$ cat config.mk
export PLATFORM = sky130hd
export DESIGN_NAME = uart_tx_arbiter
export DESIGN_NICKNAME = d
export VERILOG_FILES = /design/src/rtl/uart_arb_pkg.sv /design/src/rtl/rr_arbiter.sv /design/src/rtl/uart_tx_arbiter.sv
export SDC_FILE = /design/constraint.sdc
export NUM_CORES = 1
export LEC_CHECK = 0
export ABC_CLOCK_PERIOD_IN_PS = 3500
export CAP_MARGIN = 20
export CORE_MARGIN = 1
export CORE_UTILIZATION = 53
export CTS_BUF_LIST = sky130_fd_sc_hd__clkbuf_4
export CTS_CLUSTER_DIAMETER = 60
export CTS_CLUSTER_SIZE = 14
export DETAILED_ROUTE_END_ITERATION = 8
export PLACE_DENSITY = 0.93
export SYNTH_ARGS = -nofsm -noshare
export SYNTH_HDL_FRONTEND = slang
export SYNTH_SLANG_ARGS = --single-unit
$ cat constraint.sdc
create_clock -name clk -period 3.5 [get_ports clk]
set_input_delay 0.7 -clock clk [delete_from_list [all_inputs] [get_ports clk]]
set_output_delay 0.7 -clock clk [all_outputs]
set_load 0.05 [all_outputs]
$ cat src/rtl/uart_arb_pkg.sv
// ----------------------------------------------------------------------------
// uart_arb_pkg
// Shared types and defaults for the UART transmit arbiter.
//   arb_state_t  : arbiter FSM state encoding
//   byte_t       : one transmit byte
//   DEF_N_REQ    : default number of requesters
//   DEF_TIMEOUT  : default START/HOLD abort limit in clk cycles
// ----------------------------------------------------------------------------
package uart_arb_pkg;

   localparam int DEF_N_REQ   = 4;
   localparam int DEF_TIMEOUT = 4096;

   typedef logic [7:0] byte_t;

   typedef enum logic [1:0] {
      ST_IDLE  = 2'd0,
      ST_START = 2'd1,
      ST_SEND  = 2'd2,
      ST_HOLD  = 2'd3
   } arb_state_t;

endpackage

$ cat src/rtl/rr_arbiter.sv
// ----------------------------------------------------------------------------
// rr_arbiter
// Combinational round-robin pick. The search begins one past the previous
// owner and wraps, so the previous owner has the lowest priority.
//   i_req        : request vector
//   i_last_owner : index of the requester that owned the bus last
//   o_grant      : index of the winner (meaningful when o_any_req=1)
//   o_any_req    : at least one request is pending
// ----------------------------------------------------------------------------
module rr_arbiter
   import uart_arb_pkg::*;
#(
   parameter  int N_REQ = DEF_N_REQ,
   localparam int IW    = $clog2(N_REQ)
)(
   input  logic [N_REQ-1:0] i_req,
   input  logic [IW-1:0]    i_last_owner,
   output logic [IW-1:0]    o_grant,
   output logic             o_any_req
);

   always_comb begin : search
      logic [IW-1:0] w_idx;
      o_grant   = '0;
      o_any_req = 1'b0;
      w_idx     = '0;
      // k = N_REQ wraps back to the last owner itself, so a lone requester
      // can win again.
      for (int k = 1; k <= N_REQ; k++) begin
         w_idx = IW'((int'(i_last_owner) + k) % N_REQ);
         if (!o_any_req && i_req[w_idx]) begin
            o_grant   = w_idx;
            o_any_req = 1'b1;
         end
      end
   end

endmodule

$ cat src/rtl/uart_tx_arbiter.sv
// ----------------------------------------------------------------------------
// uart_tx_arbiter
// Shares one UART transmitter between N_REQ byte requesters. The owner of a
// packet keeps the transmitter until it sends a byte marked last. Stuck
// handshakes in START or HOLD are aborted after TIMEOUT cycles.
//   clk, reset   : system clock, asynchronous active-high reset
//   req_valid    : per-requester byte available
//   req_data     : packed bytes, requester i on [8i+7:8i]
//   req_last     : per-requester end-of-packet flag
//   req_ready    : one-cycle accept pulse to the owner
//   grant_id     : current owner (valid while active=1)
//   active       : a requester owns the transmitter
//   tx_data      : byte to the UART
//   tx_start     : start request to the UART
//   tx_busy      : UART busy (asynchronous, synchronized internally)
//   err_timeout  : one-cycle pulse when START or HOLD is aborted
// ----------------------------------------------------------------------------
module uart_tx_arbiter
   import uart_arb_pkg::*;
#(
   parameter  int N_REQ   = DEF_N_REQ,
   parameter  int TIMEOUT = DEF_TIMEOUT,
   localparam int IW      = $clog2(N_REQ),
   localparam int CW      = $clog2(TIMEOUT)
)(
   input  logic               clk,
   input  logic               reset,
   input  logic [N_REQ-1:0]   req_valid,
   input  logic [8*N_REQ-1:0] req_data,
   input  logic [N_REQ-1:0]   req_last,
   output logic [N_REQ-1:0]   req_ready,
   output logic [IW-1:0]      grant_id,
   output logic               active,
   output logic [7:0]         tx_data,
   output logic               tx_start,
   input  logic               tx_busy,
   output logic               err_timeout
);

   arb_state_t                r_state, w_state_nxt;
   logic                      r_busy_m, r_busy_s;
   logic [IW-1:0]             r_grant, w_grant_nxt;
   logic [IW-1:0]             r_last_owner;
   logic [IW-1:0]             w_rr_grant;
   logic                      w_any_req;
   byte_t                     r_tx_data;
   logic                      r_last;
   logic                      r_tx_start;
   logic [N_REQ-1:0]          r_req_ready, w_req_ready_nxt;
   logic                      r_err, w_err_nxt;
   logic                      r_active;
   logic                      r_seen_low;
   logic [CW-1:0]             r_cnt;
   logic                      w_load, w_release, w_timeout;
   logic [N_REQ-1:0][7:0]     w_bytes;

   assign w_bytes     = req_data;
   assign w_timeout   = (r_cnt == CW'(TIMEOUT - 1));

   assign req_ready   = r_req_ready;
   assign grant_id    = r_grant;
   assign active      = r_active;
   assign tx_data     = r_tx_data;
   assign tx_start    = r_tx_start;
   assign err_timeout = r_err;

   rr_arbiter #(.N_REQ(N_REQ)) u_rr (
      .i_req        (req_valid),
      .i_last_owner (r_last_owner),
      .o_grant      (w_rr_grant),
      .o_any_req    (w_any_req)
   );

   // tx_busy comes from another clock domain.
   always_ff @(posedge clk or posedge reset) begin
      if (reset) begin
         r_busy_m <= 1'b0;
         r_busy_s <= 1'b0;
      end else begin
         r_busy_m <= tx_busy;
         r_busy_s <= r_busy_m;
      end
   end

   always_ff @(posedge clk or posedge reset) begin
      if (reset) begin
         r_state      <= ST_IDLE;
         r_grant      <= '0;
         r_last_owner <= IW'(N_REQ - 1);
         r_active     <= 1'b0;
         r_tx_start   <= 1'b0;
         r_tx_data    <= '0;
         r_last       <= 1'b0;
         r_req_ready  <= '0;
         r_err        <= 1'b0;
         r_cnt        <= '0;
         r_seen_low   <= 1'b0;
      end else begin
         r_state     <= w_state_nxt;
         r_grant     <= w_grant_nxt;
         r_active    <= (w_state_nxt != ST_IDLE);
         r_tx_start  <= (w_state_nxt == ST_START);
         r_req_ready <= w_req_ready_nxt;
         r_err       <= w_err_nxt;
         // Byte and last flag are captured once; later input changes are ignored.
         if (w_load) begin
            r_tx_data <= w_bytes[w_grant_nxt];
            r_last    <= req_last[w_grant_nxt];
         end
         if (w_release)
            r_last_owner <= r_grant;
         if (w_state_nxt != r_state)
            r_cnt <= '0;
         else if (r_state == ST_START || r_state == ST_HOLD)
            r_cnt <= r_cnt + CW'(1);
         // Acceptance needs a low-to-high busy transition seen inside START,
         // so a busy left over from an earlier byte is not mistaken for it.
         if (w_state_nxt == ST_START && r_state != ST_START)
            r_seen_low <= 1'b0;
         else if (r_state == ST_START && !r_busy_s)
            r_seen_low <= 1'b1;
      end
   end

   always_comb begin
      w_state_nxt     = r_state;
      w_grant_nxt     = r_grant;
      w_req_ready_nxt = '0;
      w_err_nxt       = 1'b0;
      w_load          = 1'b0;
      w_release       = 1'b0;
      case (r_state)
         ST_IDLE: begin
            if (w_any_req) begin
               w_grant_nxt = w_rr_grant;
               w_load      = 1'b1;
               w_state_nxt = ST_START;
            end
         end
         ST_START: begin
            // An accepted byte wins over a coincident timeout.
            if (r_busy_s && r_seen_low) begin
               w_req_ready_nxt[r_grant] = 1'b1;
               w_state_nxt              = ST_SEND;
            end else if (w_timeout) begin
               w_err_nxt   = 1'b1;
               w_release   = 1'b1;
               w_state_nxt = ST_IDLE;
            end
         end
         ST_SEND: begin
            if (!r_busy_s) begin
               if (r_last) begin
                  w_release   = 1'b1;
                  w_state_nxt = ST_IDLE;
               end else begin
                  w_state_nxt = ST_HOLD;
               end
            end
         end
         ST_HOLD: begin
            // Packet lock: only the owner may continue.
            if (req_valid[r_grant]) begin
               w_load      = 1'b1;
               w_state_nxt = ST_START;
            end else if (w_timeout) begin
               w_err_nxt   = 1'b1;
               w_release   = 1'b1;
               w_state_nxt = ST_IDLE;
            end
         end
         default: w_state_nxt = ST_IDLE;
      endcase
   end

endmodule

==> results.json, run 1 <==
{
  "area_growth_pct": 30.4,
  "cap_violations": 0,
  "finalPower_mw": 2.25,
  "drt-total-wl_um": 4620,
  "ys.flop_type": "dfrtp_1",
  "seq_area_um2": 928,
  "p_clk_share_pct": 9.2,
  "gp_congestion": 0.916,
  "multi_input_area_mm2": 0.00107,
  "cts_made_buffers": 5,
  "wl_per_cell_um": 14.4,
  "worst_pin_slew_ns": 0.524,
  "holdBufCountCts": 0,
  "worstSetupEndpointType": "register",
  "min_path_type": "reg2reg",
  "final.setup.tns_ns": 0,
  "skew_ns": 0.0117,
  "timing.slew.headroom_pct": 65.0,
  "synth_area_per_cell_um2": 10.0,
  "async_reset_ff_share_pct": 100,
  "vias_per_cell": 5.62,
  "nets": 320,
  "ys_types": 46,
  "nFillCells": 271,
  "p_leak_nw": 1.22,
  "cts_sinks": 37,
  "synth.area.top_cells": "dfrtp_1 (41%), mux2i_1 (9.9%), nand2_1 (3.7%)",
  "drt_iter0_markers": 120,
  "dp_hpwl_um": 3590,
  "die_h_um": 65.4,
  "diodes": 0,
  "ys_ff_latch": 37,
  "yosysWarnings": 0,
  "finalCritPeriodShare_pct": 72.0,
  "setup_violations": 0,
  "drive_above_1_share_pct": 6.25,
  "cts_resized": 0,
  "combPwrFrac_pct": 61.4,
  "ant_nets": 0,
  "grt_pass1_vias": 1752,
  "cts-root-buf": "clkbuf_4",
  "yosys.area.top_type": "dfrtp_1",
  "cts_tree": "built",
  "fmax_mhz": 397,
  "port_buffers": 59,
  "place_area_mm2": 0.00271,
  "path_cells": "clkdlybuf4s50_1 > mux4_2 > nand2_1 > a21o_1 > or2_1 > o221ai_1",
  "grt_start_max_net_pins": 38,
  "drv_slew": 0,
  "grt_pass1_wl_um": 7640,
  "cp_slowest_cell": "mux4_2",
  "postCtsSetupBuffers": 0,
  "cpPeakStageDelay_ns": 0.52,
  "synth_top_area_share_pct": 41.1,
  "syn_inst": 213,
  "internal_power_mw": 1.17,
  "track_usage_pct": 24.0,
  "h-tree-depth": 2,
  "required_ns": 3.71,
  "insertion_delay_ns": 0.34,
  "antenna_found_initial": 0,
  "grt_overflow_total": 0,
  "cp_max_fo": 11,
  "pwr-share-seq_pct": 29.4,
  "path_class": "in2reg",
  "synth_edf_count": 0,
  "die_w_um": 65.4,
  "num_rows": 22,
  "ir_worst_vdd_mv": 0.706,
  "mappedNetlistArea_mm2": 0.00213,
  "ys_seq_area_share_pct": 43.6,
  "finalCriticalPeriod_ns": 2.52,
  "syn_nets": 262,
  "p_sw_mw": 1.08,
  "initial_core_util_pct": 56.5,
  "clk_pin_slew_ns": 0.11,
  "routed-via-count": 1797,
  "core_mm2": 0.00377,
  "io-pin-count": 60,
  "final_hold_viol_count": 0,
  "drc": 0,
  "cp.arrival_ns": 2.73,
  "final_area_mm2": 0.00278,
  "dr.pass1.iters": 4,
  "p_sw_share_pct": 48.0,
  "status": "finished clean",
  "p_per_area_mw_per_mm2": 809,
  "die-area_mm2": 0.00428,
  "rsz0062_at_grt": "no",
  "clk_path_buf_depth": 2,
  "critPathLaunchType": "primary input"
}
-- cell usage after synthesis (6+ instances only) --
library cell  count
a21oi_1           9
dfrtp_1          35
ha_1              6
inv_1            16
mux2i_1          21
nand2_1          21
nand3_1           7
nor2_1           15
nor3_1            8
o221ai_1          9
xor2_1            8
-- per-stage QoR --
step	worst slack, ns	hold slack (ns)	utilization [%]	std cells
2_1_floorplan	1.37	0.331	-	213
3_3_place_gp	0.349	0.343	71.9	311
3_5_place_dp	0.188	0.356	71.9	311
4_1_cts	0.589	0.377	73.3	319
5_1_grt	0.808	0.390	73.7	320
6_report	0.979	0.364	73.7	320
-- sequential cells by signal, indices dropped and copies added (netlist names), 2 cells and up --
| signal | cells |
|---|---|
| r_last_owner | 2 |
| grant_id | 2 |
| r_state | 2 |
| req_ready | 4 |
| tx_data | 8 |
| r_cnt | 12 |
-- cells by family after synthesis --
group / count (synthesis) / synth area share (%)
simple gates: 70 / 16.2
compound gates: 41 / 14.9
flops: 37 / 43.6
buf+inv: 26 / 6.40
mux: 22 / 10.9
xor+xnor: 11 / 4.52
fa+ha+maj: 6 / 3.52
-- power by group through the flow --
stage / sequential (mW) / clock (mW) / combinational (mW)
5_1_grt: 0.679 / 0.230 / 1.49
4_1_cts: 0.660 / 0.209 / 1.36
3_5_place_dp: 0.666 / 0 / 1.36
3_3_place_gp: 0.661 / 0 / 1.31
6_report: 0.661 / 0.206 / 1.38
2_1_floorplan: 0.884 / 0 / 0.850
-- layer usage --
metal  share of wire [%]  up-vias  global-route usage, %  routed length [um]
met1                  43      841                   30.0                2010
met3                 6.8       11                   8.16                 312
met4                 2.0        0                   8.15                  92
met5                   0        -                      0                   0
met2                  48       77                   38.5                2210
li1                    -      868                      -                   -
-- placed cells by master (no fill, tap or decap), types with 3 or more instances in the layout --
cell	netlist	routed
ha_1	6	6
and2_1	3	3
xnor2_1	3	3
o21ai_0	3	3
a31oi_1	3	3
a21oi_1	9	9
o221ai_1	9	9
nor2_1	15	15
nand3_1	7	7
dfrtp_1	35	35
clkbuf_4	0	5
inv_1	16	16
nand2_1	21	21
nand2b_1	3	3
mux2i_1	21	21
clkdlybuf4s50_1	0	59
xor2_1	8	8
nor3_1	8	8
-- layout make-up --
type / instances / share of cell area [%]
multi-input cells: 150 / 38.4
well taps: 48 / 2.16
inverters: 16 / 2.16
repair buffers: 61 / 22.1
clock inverters: 3 / 0.450
flip-flops and latches: 37 / 33.4
clock buffers: 5 / 1.35
-- final timing paths --
kind,from,end,slack [ns],cells after the start
setup / recovery,req_valid[2],tx_data[0],0.98,6
hold / removal,r_busy_m,r_busy_s,0.36,0
setup reg to reg,r_last_owner[0],tx_data[6],1.28,7
hold reg to reg,r_busy_m,r_busy_s,0.36,0
max in group asynchronous,reset,r_last_owner[1],2.40,3
min in group asynchronous,reset,tx_data[3],0.75,3
-- critical path, delay by kind of cell --
kind / cells / cell delay, ns
AOI/OAI and AO/OA: 2 / 0.53
buffers and inverters: 1 / 0.50
muxes: 1 / 0.52
and+or+nand+nor: 2 / 0.47
Note: power is estimated with default switching activity, not from simulation.
==> run 2, diff against run 1 <==
Settings changed: ABC_CLOCK_PERIOD_IN_PS 3500 to 2500, CORE_UTILIZATION 53 to 49, PLACE_DENSITY 0.93 to 0.88.
Clock period 3.5 ns to 2.5 ns, I/O delays scaled along.
==> run 2 against run 1 <==
Net effect: critical endpoint is now tx_data[5]; utilization is 4.1 points lower; flip-flop and latch count stayed put; final cell count is 2.8% higher; clock skew is 0.0061 ns lower; die area is 7.9% higher; worst hold slack better by 0.021 ns; non-clock buffer count is 7 higher; wire length is 4.0% higher; via count is 1.4% higher; critical path depth is 2 higher; critical path type unchanged; worst setup slack worse by 0.79 ns.
==> results.json, run 2 (synthesis results as in run 1) <==
{
  "status": "finished clean",
  "mostFrequentLayoutCell": "clkdlybuf4s50_1",
  "setup_violations": 0,
  "drt-total-wl_um": 4810,
  "p_leak_nw": 1.26,
  "grt_start_max_net_pins": 38,
  "timing.slew.headroom_pct": 65.4,
  "io-pin-count": 60,
  "port_buffers": 59,
  "cts_sinks": 37,
  "finalCritPeriodShare_pct": 92.6,
  "antenna_found_initial": 0,
  "r2r_slack_ns": 0.28,
  "h-tree-depth": 2,
  "cp.arrival_ns": 2.52,
  "cp_slowest_cell": "clkdlybuf4s50_1",
  "final_hold_viol_count": 0,
  "ir_worst_vdd_mv": 0.699,
  "wl_per_cell_um": 14.6,
  "rsz0062_at_grt": "no",
  "fmax_mhz": 432,
  "most-common-layout-cells": "clkdlybuf4s50_1 (59), dfrtp_1 (35), nand2_1 (21), mux2i_1 (21), inv_1 (16)",
  "required_ns": 2.71,
  "clk_pin_slew_ns": 0.11,
  "cts_made_buffers": 5,
  "dr.pass1.iters": 4,
  "drv_slew": 0,
  "cts_tree": "built",
  "die_w_um": 67.9,
  "area_growth_pct": 33.4,
  "track_usage_pct": 22.8,
  "die-area_mm2": 0.00462,
  "grt_pass1_wl_um": 7760,
  "gp_congestion": 0.943,
  "min_path_type": "reg2reg",
  "cts_resized": 0,
  "skew_ns": 0.00556,
  "drt_iter0_markers": 142,
  "stdcell_count": 329,
  "path_cells": "clkdlybuf4s50_1 > buf_4 > nor4_1 > nand2b_1 > a31oi_1 > mux2i_1 > or2_1 > o221ai_1",
  "postCtsSetupBuffers": 0,
  "initial_core_util_pct": 52.1,
  "top_register": "r_cnt",
  "num_rows": 23,
  "core_mm2": 0.00409,
  "dp_hpwl_um": 3740,
  "seq_area_um2": 928,
  "pre_cts_ws_ns": -0.0947,
  "multi_input_area_mm2": 0.00107,
  "grt_pass1_vias": 1757,
  "clk_path_buf_depth": 2,
  "cts-root-buf": "clkbuf_4",
  "dp_cells": 321,
  "holdBufCountCts": 0,
  "crit_family": "simple AND/OR/NAND/NOR gates",
  "nFillCells": 318,
  "cp_max_fo": 9,
  "finalCriticalPeriod_ns": 2.31,
  "drive_above_1_share_pct": 8.60,
  "path_class": "in2reg",
  "insertion_delay_ns": 0.34,
  "worst_pin_slew_ns": 0.517,
  "ant_nets": 0,
  "holdWs_ns": 0.385,
  "drc": 0,
  "nets": 327,
  "grt_overflow_total": 0,
  "worstSetupEndpointType": "register",
  "final_util_pct": 69.5,
  "largest_reg_flops": 12,
  "diodes": 0,
  "cap_violations": 0,
  "cpPeakStageDelay_ns": 0.44,
  "vias_per_cell": 5.54,
  "die_h_um": 67.9,
  "setup_ws_ns": 0.186,
  "critPathLaunchType": "primary input",
  "p_per_area_mw_per_mm2": 1150,
  "routed-via-count": 1823,
  "path_buf_inv": 2,
  "finalPower_mw": 3.26
}
-- run 2: worst register-to-register path: stages, from the launching register on --
cell and delay, ns:
dfrtp_1 0.47, inv_1 0.17, ha_1 0.40, a21boi_0 0.26, o22a_1 0.18, o2bb2ai_1 0.09, nand3_1 0.12, nand3_2 0.22
nor3_1 0.24
-- run 2: final cells by class --
class / instances / share of cell area [%]
multi-input cells: 150 / 37.5
clock buffers: 5 / 1.32
repair buffers: 68 / 23.6
clock inverters: 3 / 0.572
inverters: 16 / 2.11
flip-flops and latches: 37 / 32.7
well taps: 50 / 2.20
-- run 2: where the power goes --
part / switching (mW) / internal [mW]
logic: 1.19 / 0.832
registers: 0.150 / 0.776
clock network: 0.197 / 0.107
total: 1.54 / 1.72
-- run 2: worst paths after layout --
| kind | cells past startpoint | start | to |
|---|---|---|---|
| max | 8 | req_valid[3] | tx_data[5] |
| min | 0 | r_busy_m | r_busy_s |
| max reg2reg | 8 | r_state[1] | r_cnt[3] |
| min reg2reg | 0 | r_busy_m | r_busy_s |
| max in group asynchronous | 3 | reset | r_last_owner[0] |
| min in group asynchronous | 3 | reset | tx_data[5] |
-- run 2: metrics by stage --
stage	cell area (um2)	TNS (ns)
after detailed placement	2790	-0.740
after global routing	2840	0
after floorplan	2130	0
after global placement	2790	-0.0206
final	2840	0
after CTS	2840	0
-- run 2: layer usage --
layer / up-vias / global-route usage, % / routed length [um]
met3: 13 / 6.50 / 360
met5: - / 0 / 0
li1: 885 / - / -
met1: 837 / 28.2 / 2110
met4: 0 / 8.59 / 86
met2: 88 / 37.5 / 2250
==> run 3, diff against run 2 <==
Settings changed: CAP_MARGIN 20 to default, CTS_CLUSTER_DIAMETER 60 to default.
==> results of run 3 <==
No change in the layout: final DEF, timing and power equal those of run 2.
